### config.mk
export PLATFORM = sky130hd
export DESIGN_NAME = eth_tx_frame_ctrl
export DESIGN_NICKNAME = d
export VERILOG_FILES = /design/src/rtl/eth_tx_frame_ctrl.sv
export SDC_FILE = /design/constraint.sdc
export NUM_CORES = 1
export LEC_CHECK = 0
export ABC_CLOCK_PERIOD_IN_PS = 2500
export CAP_MARGIN = 25
export CORE_AREA = 8 8 89 91
export DETAILED_ROUTE_END_ITERATION = 7
export DIE_AREA = 0 0 97 99
export PLACE_DENSITY = 0.8
export SETUP_SLACK_MARGIN = 0.15
export SLEW_MARGIN = 30
export SYNTH_ARGS = -nofsm -noshare
export SYNTH_HDL_FRONTEND = slang
export SYNTH_SLANG_ARGS = --single-unit
### constraint.sdc
create_clock -name aclk -period 2.5 [get_ports aclk]
set_input_delay 0.25 -clock aclk [delete_from_list [all_inputs] [get_ports aclk]]
set_output_delay 0.25 -clock aclk [all_outputs]
set_load 0.02 [all_outputs]
### src/rtl/eth_tx_frame_ctrl.sv
// Ethernet TX frame sequencer: preamble, payload, pad, FCS and inter-frame gap.
// Define ETH_TX_PAD_EN to zero-pad short frames up to MIN_FRAME_BYTES.
module eth_tx_frame_ctrl #(
  parameter int unsigned IFG_BYTES       = 12,
  parameter int unsigned MIN_FRAME_BYTES = 60
) (
  input  logic       aclk,
  input  logic       aresetn,
  input  logic [7:0] s_axis_tdata,
  input  logic       s_axis_tvalid,
  input  logic       s_axis_tlast,
  output logic       s_axis_tready,
  output logic       preamble_sfd_tx_start,
  input  logic       preamble_sfd_tx_done,
  input  logic [7:0] preamble_data_in,
  output logic       tx_frame_done,
  output logic [7:0] gmii_txd,
  output logic       gmii_tx_en,
  output logic       gmii_tx_er,
  output logic       underrun_err
);

  localparam logic [31:0] CRC_POLY = 32'hEDB88320;

  typedef enum logic [2:0] {
    S_IDLE     = 3'd0,
    S_PRE_WAIT = 3'd1,
    S_PREAMBLE = 3'd2,
    S_PAYLOAD  = 3'd3,
`ifdef ETH_TX_PAD_EN
    S_PAD      = 3'd4,
`endif
    S_FCS      = 3'd5,
    S_DRAIN    = 3'd6,
    S_IFG      = 3'd7
  } state_t;

  state_t      state_q;
  state_t      state_d;

  logic [31:0] crc_q;
  logic [31:0] crc_d;
  logic [10:0] cnt_q;
  logic [10:0] cnt_d;
  logic [15:0] step_q;
  logic [15:0] step_d;

  logic [7:0]  txd_q;
  logic [7:0]  txd_d;
  logic        tx_en_q;
  logic        tx_en_d;
  logic        tx_er_q;
  logic        tx_er_d;
  logic        tready_q;
  logic        tready_d;
  logic        start_q;
  logic        start_d;
  logic        done_q;
  logic        done_d;
  logic        under_q;
  logic        under_d;

  logic [10:0] cnt_inc;
  logic [31:0] fcs;
  logic        fcs_last;
  logic        ifg_last;
  logic        last_beat;

  // Reflected CRC-32, one byte per call, LSB first
  function automatic logic [31:0] crc_next(
    input logic [31:0] c,
    input logic [7:0]  d
  );
    logic [31:0] r;
    r = c ^ {24'd0, d};
    for (int i = 0; i < 8; i++) begin
      if (r[0]) begin
        r = (r >> 1) ^ CRC_POLY;
      end else begin
        r = r >> 1;
      end
    end
    return r;
  endfunction

  // Byte counter saturates so very long frames cannot wrap
  assign cnt_inc = (&cnt_q) ? cnt_q : cnt_q + 11'd1;

  assign fcs = ~crc_q;

  // FCS walks steps 0..3 for data; step 4 is the done cycle
  assign fcs_last = (step_q == 16'd4);

  assign ifg_last = (step_q == 16'(IFG_BYTES - 1));

  assign last_beat = s_axis_tvalid & s_axis_tlast;

`ifdef ETH_TX_PAD_EN
  logic pad_needed;

  // True while the frame so far, counting this byte, is still short
  assign pad_needed =
    ({1'b0, cnt_q} + 12'd1) < 12'(MIN_FRAME_BYTES);
`endif

  // State register
  always_ff @(posedge aclk) begin
    if (!aresetn) begin
      state_q <= S_IDLE;
    end else begin
      state_q <= state_d;
    end
  end

  // Next-state decode
  always_comb begin
    state_d = state_q;
    unique case (state_q)
      S_IDLE: begin
        if (s_axis_tvalid) begin
          state_d = S_PRE_WAIT;
        end
      end
      S_PRE_WAIT: begin
        state_d = S_PREAMBLE;
      end
      S_PREAMBLE: begin
        if (preamble_sfd_tx_done) begin
          state_d = S_PAYLOAD;
        end
      end
      S_PAYLOAD: begin
        if (!s_axis_tvalid) begin
          state_d = S_DRAIN;
        end else if (s_axis_tlast) begin
`ifdef ETH_TX_PAD_EN
          state_d = pad_needed ? S_PAD : S_FCS;
`else
          state_d = S_FCS;
`endif
        end
      end
`ifdef ETH_TX_PAD_EN
      S_PAD: begin
        if (!pad_needed) begin
          state_d = S_FCS;
        end
      end
`endif
      S_FCS: begin
        if (fcs_last) begin
          state_d = S_IFG;
        end
      end
      S_DRAIN: begin
        if (last_beat) begin
          state_d = S_IFG;
        end
      end
      S_IFG: begin
        if (ifg_last) begin
          state_d = S_IDLE;
        end
      end
      default: begin
        state_d = S_IDLE;
      end
    endcase
  end

  // Next values for registered outputs and datapath
  always_comb begin
    txd_d    = 8'h00;
    tx_en_d  = 1'b0;
    tx_er_d  = 1'b0;
    tready_d = 1'b0;
    start_d  = 1'b0;
    done_d   = 1'b0;
    under_d  = 1'b0;
    crc_d    = crc_q;
    cnt_d    = cnt_q;
    step_d   = 16'd0;
    unique case (state_q)
      S_IDLE: begin
        start_d = s_axis_tvalid;
      end
      S_PRE_WAIT: begin
      end
      S_PREAMBLE: begin
        txd_d    = preamble_data_in;
        tx_en_d  = 1'b1;
        crc_d    = 32'hFFFF_FFFF;
        cnt_d    = 11'd0;
        tready_d = preamble_sfd_tx_done;
      end
      S_PAYLOAD: begin
        tx_en_d = 1'b1;
        if (s_axis_tvalid) begin
          txd_d    = s_axis_tdata;
          crc_d    = crc_next(crc_q, s_axis_tdata);
          cnt_d    = cnt_inc;
          tready_d = ~s_axis_tlast;
        end else begin
          tx_er_d  = 1'b1;
          under_d  = 1'b1;
          tready_d = 1'b1;
        end
      end
`ifdef ETH_TX_PAD_EN
      S_PAD: begin
        tx_en_d = 1'b1;
        crc_d   = crc_next(crc_q, 8'h00);
        cnt_d   = cnt_inc;
      end
`endif
      S_FCS: begin
        if (fcs_last) begin
          done_d = 1'b1;
        end else begin
          tx_en_d = 1'b1;
          txd_d   = fcs[{step_q[1:0], 3'b000} +: 8];
          step_d  = step_q + 16'd1;
        end
      end
      S_DRAIN: begin
        tready_d = ~last_beat;
        done_d   = last_beat;
      end
      S_IFG: begin
        step_d = step_q + 16'd1;
      end
      default: begin
      end
    endcase
  end

  // Output and datapath registers
  always_ff @(posedge aclk) begin
    if (!aresetn) begin
      crc_q    <= 32'hFFFF_FFFF;
      cnt_q    <= 11'd0;
      step_q   <= 16'd0;
      txd_q    <= 8'h00;
      tx_en_q  <= 1'b0;
      tx_er_q  <= 1'b0;
      tready_q <= 1'b0;
      start_q  <= 1'b0;
      done_q   <= 1'b0;
      under_q  <= 1'b0;
    end else begin
      crc_q    <= crc_d;
      cnt_q    <= cnt_d;
      step_q   <= step_d;
      txd_q    <= txd_d;
      tx_en_q  <= tx_en_d;
      tx_er_q  <= tx_er_d;
      tready_q <= tready_d;
      start_q  <= start_d;
      done_q   <= done_d;
      under_q  <= under_d;
    end
  end

  assign s_axis_tready         = tready_q;
  assign preamble_sfd_tx_start = start_q;
  assign tx_frame_done         = done_q;
  assign gmii_txd              = txd_q;
  assign gmii_tx_en            = tx_en_q;
  assign gmii_tx_er            = tx_er_q;
  assign underrun_err          = under_q;

endmodule

# == After elaboration in Yosys (flattened, before gate mapping) ==
# Cells that the tools add are included.
# totals
register_bits,64
n_memories,0
mem_bits_rw,0
latchBits,0
rom_bits,0
# op_classes
eq_ne,15
bitwise,13
mul,0
order_cmp,0
shifts,1
reduce_logical,7
div,0
mux,44
addsub,1
# op_table
cell,count
$mux 32,23
$not 13->14,8
$pmux 32 s2,1
$not 32->32,1
$pmux 16 s2,1
$shiftx 32x6->8,1
$xor 32x8->32,1
$pmux 8 s3,1
$mux 3,7
$pmux 3 s7,1
$add 16x1->16 const B,1
$eq 16x3->1 const B,1
$eq 16x4->1 const B,1
$mux 16,1
$mux 8,2
$ne 2x2->1 const B,6
$eq 3x3->1 const B,3
$eq 3x2->1 const B,2
$reduce_and 2->1,3
$reduce_and 6->1,1
$mux 1,4
$pmux 1 s2,2
$eq 3x1->1 const B,1
$logic_not 3->1,1
6 further kinds,7

# == Longest topological paths before layout ==
# Gate-level depths: netlist of the first run.
# depth
ltp_word,33
mapped_depth,9
mapped_depth_nobuf,7

# == Worst setup path after synthesis of the first run ==
# No wires, ideal clock.
# synth_timing
kind,reg-to-reg
start,register step_q[0]
end,register step_q[12]
path_stages_with_launch,9
arrival_ns,1.848
synth_period_minus_slack_ns,1.976
setup_slack_ns,0.524
setup_time_ns,0.128
path_buffers,2
cell_sequence,dfxtp_1 clkbuf_1 inv_1 ha_1 and3b_1 nand4_1 o2111ai_1 clkbuf_1 nor2_1
# synth_via
elab_chain_cells,3
word_cells_on_any_way,4
# synth_lines
item,line,source
start: declaration,45,logic [15:0] step_q;
start signal: assignment,253,step_q <= step_d;
$add 16x1->16 / $eq 16x3->1 (equally long branches),"222, 230, 92",
$mux 16,217,if (fcs_last) begin
$pmux 16 s2 (*),183,unique case (state_q)
# Mark *: on every way between the ends. The rest lies on a longest branch, timed or not.
# A chain may end at the register's enable or synchronous reset.

# == Worst setup path after layout of the first run ==
# layout_timing
start,input s_axis_tdata[0]
end,register crc_q[18]
# layout_via
elab_chain_cells,25
# layout_lines
item,line,source
start: declaration,9,"input logic [7:0] s_axis_tdata,"
$xor 32x8->32,75,"r = c ^ {24'd0, d};"
$mux 32,77,if (r[0]) begin
$mux 32,198,if (s_axis_tvalid) begin
$mux 32,183,
$mux 32,77,
$mux 32,198,
$mux 32,183,
$mux 32,77,
(+9 left out),-,
$mux 32,198,
$mux 32,183,
$mux 32,77,
$mux 32,198,
$mux 32,183,
$mux 32,77,
$mux 32,198,
$pmux 32 s2,183,
end signal: assignment,251,crc_q <= crc_d;
end: declaration,41,logic [31:0] crc_q;
# Every way passes these cells. The select of a mux whose other input is x is not followed.

==> reports/results.ini, run 1 <==
[yosys]
synth-edff-count = 0
synth_warnings = 0
avgSynthCellArea_um2 = 9.90
ys.flop_type = dfxtp_1
ys_seq_area_frac = 0.357
synth.lib_cells_used.distinct = 47
synth_area_um2 = 3590
yosysTopAreaCell = dfxtp_1
async_flop_share = 0
ys_ff_latch = 64
netlist.area_leader.share = 0.357
synth_area_leaders = dfxtp_1, xnor2_1, xnor3_1
synth_nets = 386
netlist_instances = 363

[placement]
port_buffers = 34
gp_congestion = 0.918
dpl.hpwl_um = 6010

[run_status]
status = complete, no violations

[cts]
clkSinkCount = 64
post_cts_buffers = 0
htreeDepth = 3
cts_buffers = 9
holdBufCountCts = 0
clkTransAtPathRegs_ns = 0.07
cts_tree = built
cts_root_buf = clkbuf_8
ctsLongestPathBuffers = 2
clk-insertion-delay-late_ns = 0.34
cts-resized-gates = 0

[detailed_routing]
drtAntennaViolNets = 0
top_layer = met4
vias_per_cell = 5.74
wirelength_um = 8660
wl_per_cell_um = 17.4
drtIter0Drc = 173
route.detailed.drc = 0
first_pass_iters = 4
met3_length_um = 464
wl_met1_um = 3630
vias = 2854
route.met2.wl_um = 4370

[pwr]
intPower_mw = 1.88
pwr-share-seq = 0.414
p_switching_uw = 717
swShare = 0.276
power_density_nw_per_um2 = 601
clkPwrFrac = 0.352
combPwrFrac = 0.234
ir_drop_mv = 0.419
p_leak_nw = 1.58

[critical_path]
slowest_stage = xnor3_1
crit_chain = clkdlybuf4s50_1 -> xnor2_1 -> buf_4 -> xor2_1 -> xnor3_1 -> o22ai_1 -> nand2_1
cp_num_buf_inv = 2
critPathArrivalTime_ns = 2.30
critical_path.top_delay_family = XOR/XNOR gates
critical-path-max-stage-delay_ns = 0.46
critPathRequiredTime_ns = 2.72
crit_path_end_kind = flip-flop
start_kind = primary input
reg2reg_from = crc_q[0]$_SDFFE_PN1P_
critPathMaxFanout = 10
critPathLaunch = s_axis_tdata[0]
criticalPathCategory = in2reg

[sta]
finalCritPeriodShare = 0.833
finClkSkew_ns = 0.00638
hold_viol = 0
worst_pin_slew_ns = 0.767
max_freq_ghz = 0.480
rsz0062_at_grt = no
maxSlewHeadroom = 0.485
worst_hold_slack_ns = 0.534
finalMaxSlewViolations = 0
tns_ns = 0
fin_crit_ns = 2.08
setup_viol = 0

[worst_hold_path]
hold_class = reg2reg
min_from = step_q[11]$_SDFF_PN0_

[finish]
final_util = 0.658
diodes = 0
finalNetCount = 435
most-common-layout-cells = dfxtp_1, nand2_1, xnor2_1
mostFrequentLayoutCell = dfxtp_1
drive_above_1_share = 0.137
final.fill_count = 504
syn2layout_area_growth_pct = 20.3

[floorplanning]
die_y_um = 99
dieArea_um2 = 9600
die_w_um = 97
io_pins = 35
core_um2 = 6570
rows = 30
start_util = 0.547

[global_routing]
antenna_found_initial = 0
grt.total_usage = 0.187
grt_pass1_vias = 2918
grt_pass1_wl_um = 14600
grt_max_degree = 34
overflow = 0

[flow_run]
cap_violations = 0

final cells by class:
| class | count | area [um2] | share of cell area |
|---|---|---|---|
| Clock inverter | 5 | 55.1 | 0.0127 |
| Sequential cell | 64 | 1280 | 0.296 |
| Timing Repair Buffer | 57 | 513 | 0.119 |
| Inverter | 8 | 30.0 | 0.00695 |
| Tap cell | 80 | 100 | 0.0232 |
| Multi-Input combinational cell | 272 | 2190 | 0.507 |
| Clock buffer | 11 | 151 | 0.0350 |
power groups by stage:
stage               Sequential (mW)  Combinational, mW  Clock [mW]
floorplan                      1.09              0.430           0
global route                   1.08              0.644       0.986
finish                         1.08              0.607       0.915
global placement               1.10              0.587           0
CTS                            1.08              0.606       0.934
detailed placement             1.10              0.595           0
registers in the layout, summed over array words and instances, names as in the netlist:
register and flops:
crc_q 32, step_q 16, gmii_txd 8, state_q 3, gmii_tx_en 1, preamble_sfd_tx_start 1, s_axis_tready 1, tx_frame_done 1
underrun_err 1
Yosys cell counts, drive strengths merged, types with 8 or more instances:
| cell | instances |
|---|---|
| o22ai | 26 |
| xnor2 | 45 |
| mux4 | 8 |
| xnor3 | 13 |
| xor2 | 14 |
| clkbuf | 16 |
| dfxtp | 64 |
| a21oi | 9 |
| o21a | 9 |
| nor2 | 34 |
| a22oi | 8 |
| nand2 | 42 |
| inv | 8 |
| nand3 | 9 |
worst paths after layout:
path	cells after the start	endpoint	slack, ns
setup / recovery	7	crc_q[18]$_SDFFE_PN1P_	0.42
setup reg to reg	6	crc_q[18]$_SDFFE_PN1P_	0.44
hold reg to reg	2	step_q[11]$_SDFF_PN0_	0.53
hold / removal	2	step_q[11]$_SDFF_PN0_	0.53
routing by layer:
layer	track usage	vias to the layer above
met5	0	-
met4	0.0757	0
met3	0.0623	19
met2	0.321	80
met1	0.209	1371
li1	-	1384
worst register-to-register path, stage by stage, from the launching register on:
cell	delay, ns
dfxtp_1	0.34
xnor2_1	0.34
buf_4	0.30
xor2_1	0.32
xnor3_1	0.46
o22ai_1	0.13
nand2_1	0.07
kinds of logic after synthesis:
group | count (synthesis) | share of synthesized area
AOI/OAI and AO/OA | 70 | 0.129
xor gates and xnor gates | 77 | 0.276
adders and majority gates | 2 | 0.00696
buffers and inverters | 27 | 0.0345
DFF | 64 | 0.357
muxes | 8 | 0.0512
and+or+nand+nor | 115 | 0.146
per-stage QoR:
stage	total power, mW	cells	area, um2	setup slack (ns)
floorplan	1.52	363	3590	0.524
global placement	1.68	481	4120	0.150
detailed placement	1.69	481	4120	0.0748
CTS	2.62	497	4320	0.418
global route	2.71	497	4320	0.343
finish	2.60	497	4320	0.418
Note: power is estimated with default switching activity, not from simulation.
==> run 2, diff against run 1 <==
--- a/config.mk
+++ b/config.mk
@@ -5,12 +5,12 @@
 export SDC_FILE = /design/constraint.sdc
 export NUM_CORES = 1
 export LEC_CHECK = 0
-export ABC_CLOCK_PERIOD_IN_PS = 2500
+export ABC_CLOCK_PERIOD_IN_PS = 1900
 export CAP_MARGIN = 25
-export CORE_AREA = 8 8 89 91
+export CORE_AREA = 8 8 93 95
 export DETAILED_ROUTE_END_ITERATION = 7
-export DIE_AREA = 0 0 97 99
-export PLACE_DENSITY = 0.8
+export DIE_AREA = 0 0 101 103
+export PLACE_DENSITY = 0.76
 export SETUP_SLACK_MARGIN = 0.15
 export SLEW_MARGIN = 30
 export SYNTH_ARGS = -nofsm -noshare
==> constraint.sdc (replaced) <==
create_clock -name aclk -period 1.9 [get_ports aclk]
set_input_delay 0.19 -clock aclk [delete_from_list [all_inputs] [get_ports aclk]]
set_output_delay 0.19 -clock aclk [all_outputs]
set_load 0.02 [all_outputs]
==> reports/results.ini, run 2 (same netlist as run 1, synthesis figures left out) <==
[critical_path]
critPathRequiredTime_ns = 2.14  ; -0.58 ns
crit_chain = xnor2_4 -> buf_12 -> xnor2_4 -> xnor3_4 -> or3_4 -> o311a_1
critical-path-max-stage-delay_ns = 0.42  ; -0.04 ns
crit_path_end_kind = flip-flop
start_kind = flip-flop
critPathMaxFanout = 4  ; -6
slowest_stage = or3_4
criticalPathCategory = reg2reg
critical_path.top_delay_family = XOR/XNOR gates
cp_num_buf_inv = 1  ; -1
critPathArrivalTime_ns = 2.08  ; -0.22 ns
crit_top_cell = xnor2_4

[placement]
gp_congestion = 0.868  ; -5.5%
pre_cts_ws_ns = -0.357  ; -0.432 ns
port_buffers = 34  ; unchanged
dp_cells = 523  ; +8.7%
dpl.hpwl_um = 6490  ; +8.1%

[pwr]
intPower_mw = 2.53  ; +35%
power_mw = 3.55  ; +37%
clkPwrFrac = 0.335  ; -0.017
ir_drop_mv = 0.408  ; -2.6%
swShare = 0.287  ; +0.0108
p_leak_nw = 1.80  ; +14%
pwr-share-seq = 0.395  ; -0.019
p_switching_mw = 1.02  ; +42%
combPwrFrac = 0.270  ; +0.036
power_density_nw_per_um2 = 740  ; +23%

[finish]
multi_input_area_um2 = 2400  ; +9.5%
final.fill_count = 557  ; +11%
syn2layout_area_growth_pct = 33.5
diodes = 0  ; unchanged
most-common-layout-cells = dfxtp_1, buf_4, nand2_1
finalNetCount = 461  ; +6.0%
top_register = crc_q
largest_register_ffs = 32  ; unchanged
mostFrequentLayoutCell = dfxtp_1
seq_area_um2 = 1300  ; +1.4%
drive_above_1_share = 0.251  ; +0.114
fin_cells = 542  ; +9.1%

[cts]
cts_buffers = 9  ; unchanged
clkTransAtPathRegs_ns = 0.07  ; about the same
cts_tree = built
cts_root_buf = clkbuf_8
clkSinkCount = 64  ; unchanged
ctsLongestPathBuffers = 2  ; unchanged
clk-insertion-delay-late_ns = 0.35  ; about the same
htreeDepth = 3  ; unchanged

[flow_run]
cap_violations = 0  ; unchanged

[detailed_routing]
wl_per_cell_um = 17.6  ; +0.76%
route.detailed.drc = 0  ; unchanged
wirelength_um = 9520  ; +9.9%
vias = 2969  ; +4.0%
first_pass_iters = 4  ; unchanged
drtIter0Drc = 169  ; -2.3%
drtAntennaViolNets = 0  ; unchanged
vias_per_cell = 5.48  ; -4.6%

[global_routing]
grt_pass1_wl_um = 15200  ; +3.7%
grt.total_usage = 0.189  ; +0.00139
overflow = 0  ; unchanged
grt_pass1_vias = 3106  ; +6.4%
grt_max_degree = 34  ; unchanged
antenna_found_initial = 0  ; unchanged

[sta]
rsz0062_at_grt = yes
layout_setup_ws_ns = 0.0515  ; -0.366 ns
worst_pin_slew_ns = 0.614  ; -0.153 ns
fin_crit_ns = 1.85
worst_hold_slack_ns = 0.409  ; -0.125 ns
maxSlewHeadroom = 0.591  ; +0.106
max_freq_ghz = 0.541
finalCritPeriodShare = 0.973
finalMaxSlewViolations = 0  ; unchanged
finClkSkew_ns = 0.0117  ; +0.00530 ns
setup_viol = 0  ; unchanged
hold_viol = 0  ; unchanged

[floorplanning]
start_util = 0.504  ; -0.0435
rows = 31  ; +3.3%
die_y_um = 103  ; +4.0%
die_w_um = 101  ; +4.1%
io_pins = 35  ; unchanged
dieArea_um2 = 10400  ; +8.3%
core_um2 = 7140  ; +8.6%

[run_status]
status = complete, no violations

[worst_hold_path]
hold_class = in2reg

[run 2: cell types whose count changed in the layout (fill, tap and decap cells not counted), moves of 3 or more]
cell,previous run,this run
buf_12,0,3
buf_4,23,45
clkdlybuf4s50_1,34,30
dfxtp_1,64,54
dfxtp_2,0,8
dlygate4sd2_1,0,3
xnor2_1,41,33
xnor2_4,0,6
[run 2: final cells by class]
cell class / instances / share of cell area
flip-flops and latches: 64 / 0.271
repair buffers: 83 / 0.156
well taps: 99 / 0.0258
clock buffers: 11 / 0.0295
inverters: 8 / 0.00626
clock inverters: 5 / 0.0117
multi-input cells: 272 / 0.500
[run 2: power by group through the flow]
stage	Combinational [mW]	Sequential, mW	Clock, mW
floorplan	0.580	1.43	0
global placement	0.871	1.43	0
detailed placement	0.884	1.43	0
CTS	0.919	1.40	1.20
global route	1.01	1.41	1.26
finish	0.958	1.40	1.19
[run 2: final timing paths]
kind                                       startpoint                endpoint  cells after the start  slack, ns
worst max-delay path            crc_q[7]$_SDFFE_PN1P_  crc_q[19]$_SDFFE_PN1P_                      6       0.05
worst min-delay path                  s_axis_tdata[6]  gmii_txd[6]$_SDFF_PN0_                      4       0.41
worst max register to register  crc_q[7]$_SDFFE_PN1P_  crc_q[19]$_SDFFE_PN1P_                      6       0.05
worst min register to register  step_q[11]$_SDFF_PN0_   step_q[11]$_SDFF_PN0_                      2       0.54
[run 2: metal layers]
layer | vias up | GRT usage | share of wire
met1 | 1435 | 0.210 | 0.40
li1 | 1427 | - | -
met3 | 20 | 0.0527 | 0.063
met5 | - | 0 | 0
met2 | 87 | 0.331 | 0.51
met4 | 0 | 0.0836 | 0.025
[run 2: timing repair]
item,CTS,global route
pin swaps,3,2
gates resized for setup,16,14
hold buffers,0,0
setup buffers,3,0
gates cloned,0,0
endpoints found under the setup margin,16,21
[run 2: worst register-to-register path: stages, from the launching register on]
cell	delay [ns]
dfxtp_2	0.36
xnor2_4	0.15
buf_12	0.14
xnor2_4	0.16
xnor3_4	0.37
or3_4	0.42
o311a_1	0.13
[run 2: metrics by stage]
step            util  setup TNS [ns]  cell area [um2]
3_5_place_dp   0.621           -4.16             4440
2_1_floorplan      -               0             3690
6_report       0.672               0             4800
5_1_grt        0.672               0             4800
4_1_cts        0.663               0             4730
3_3_place_gp   0.621           -3.60             4440
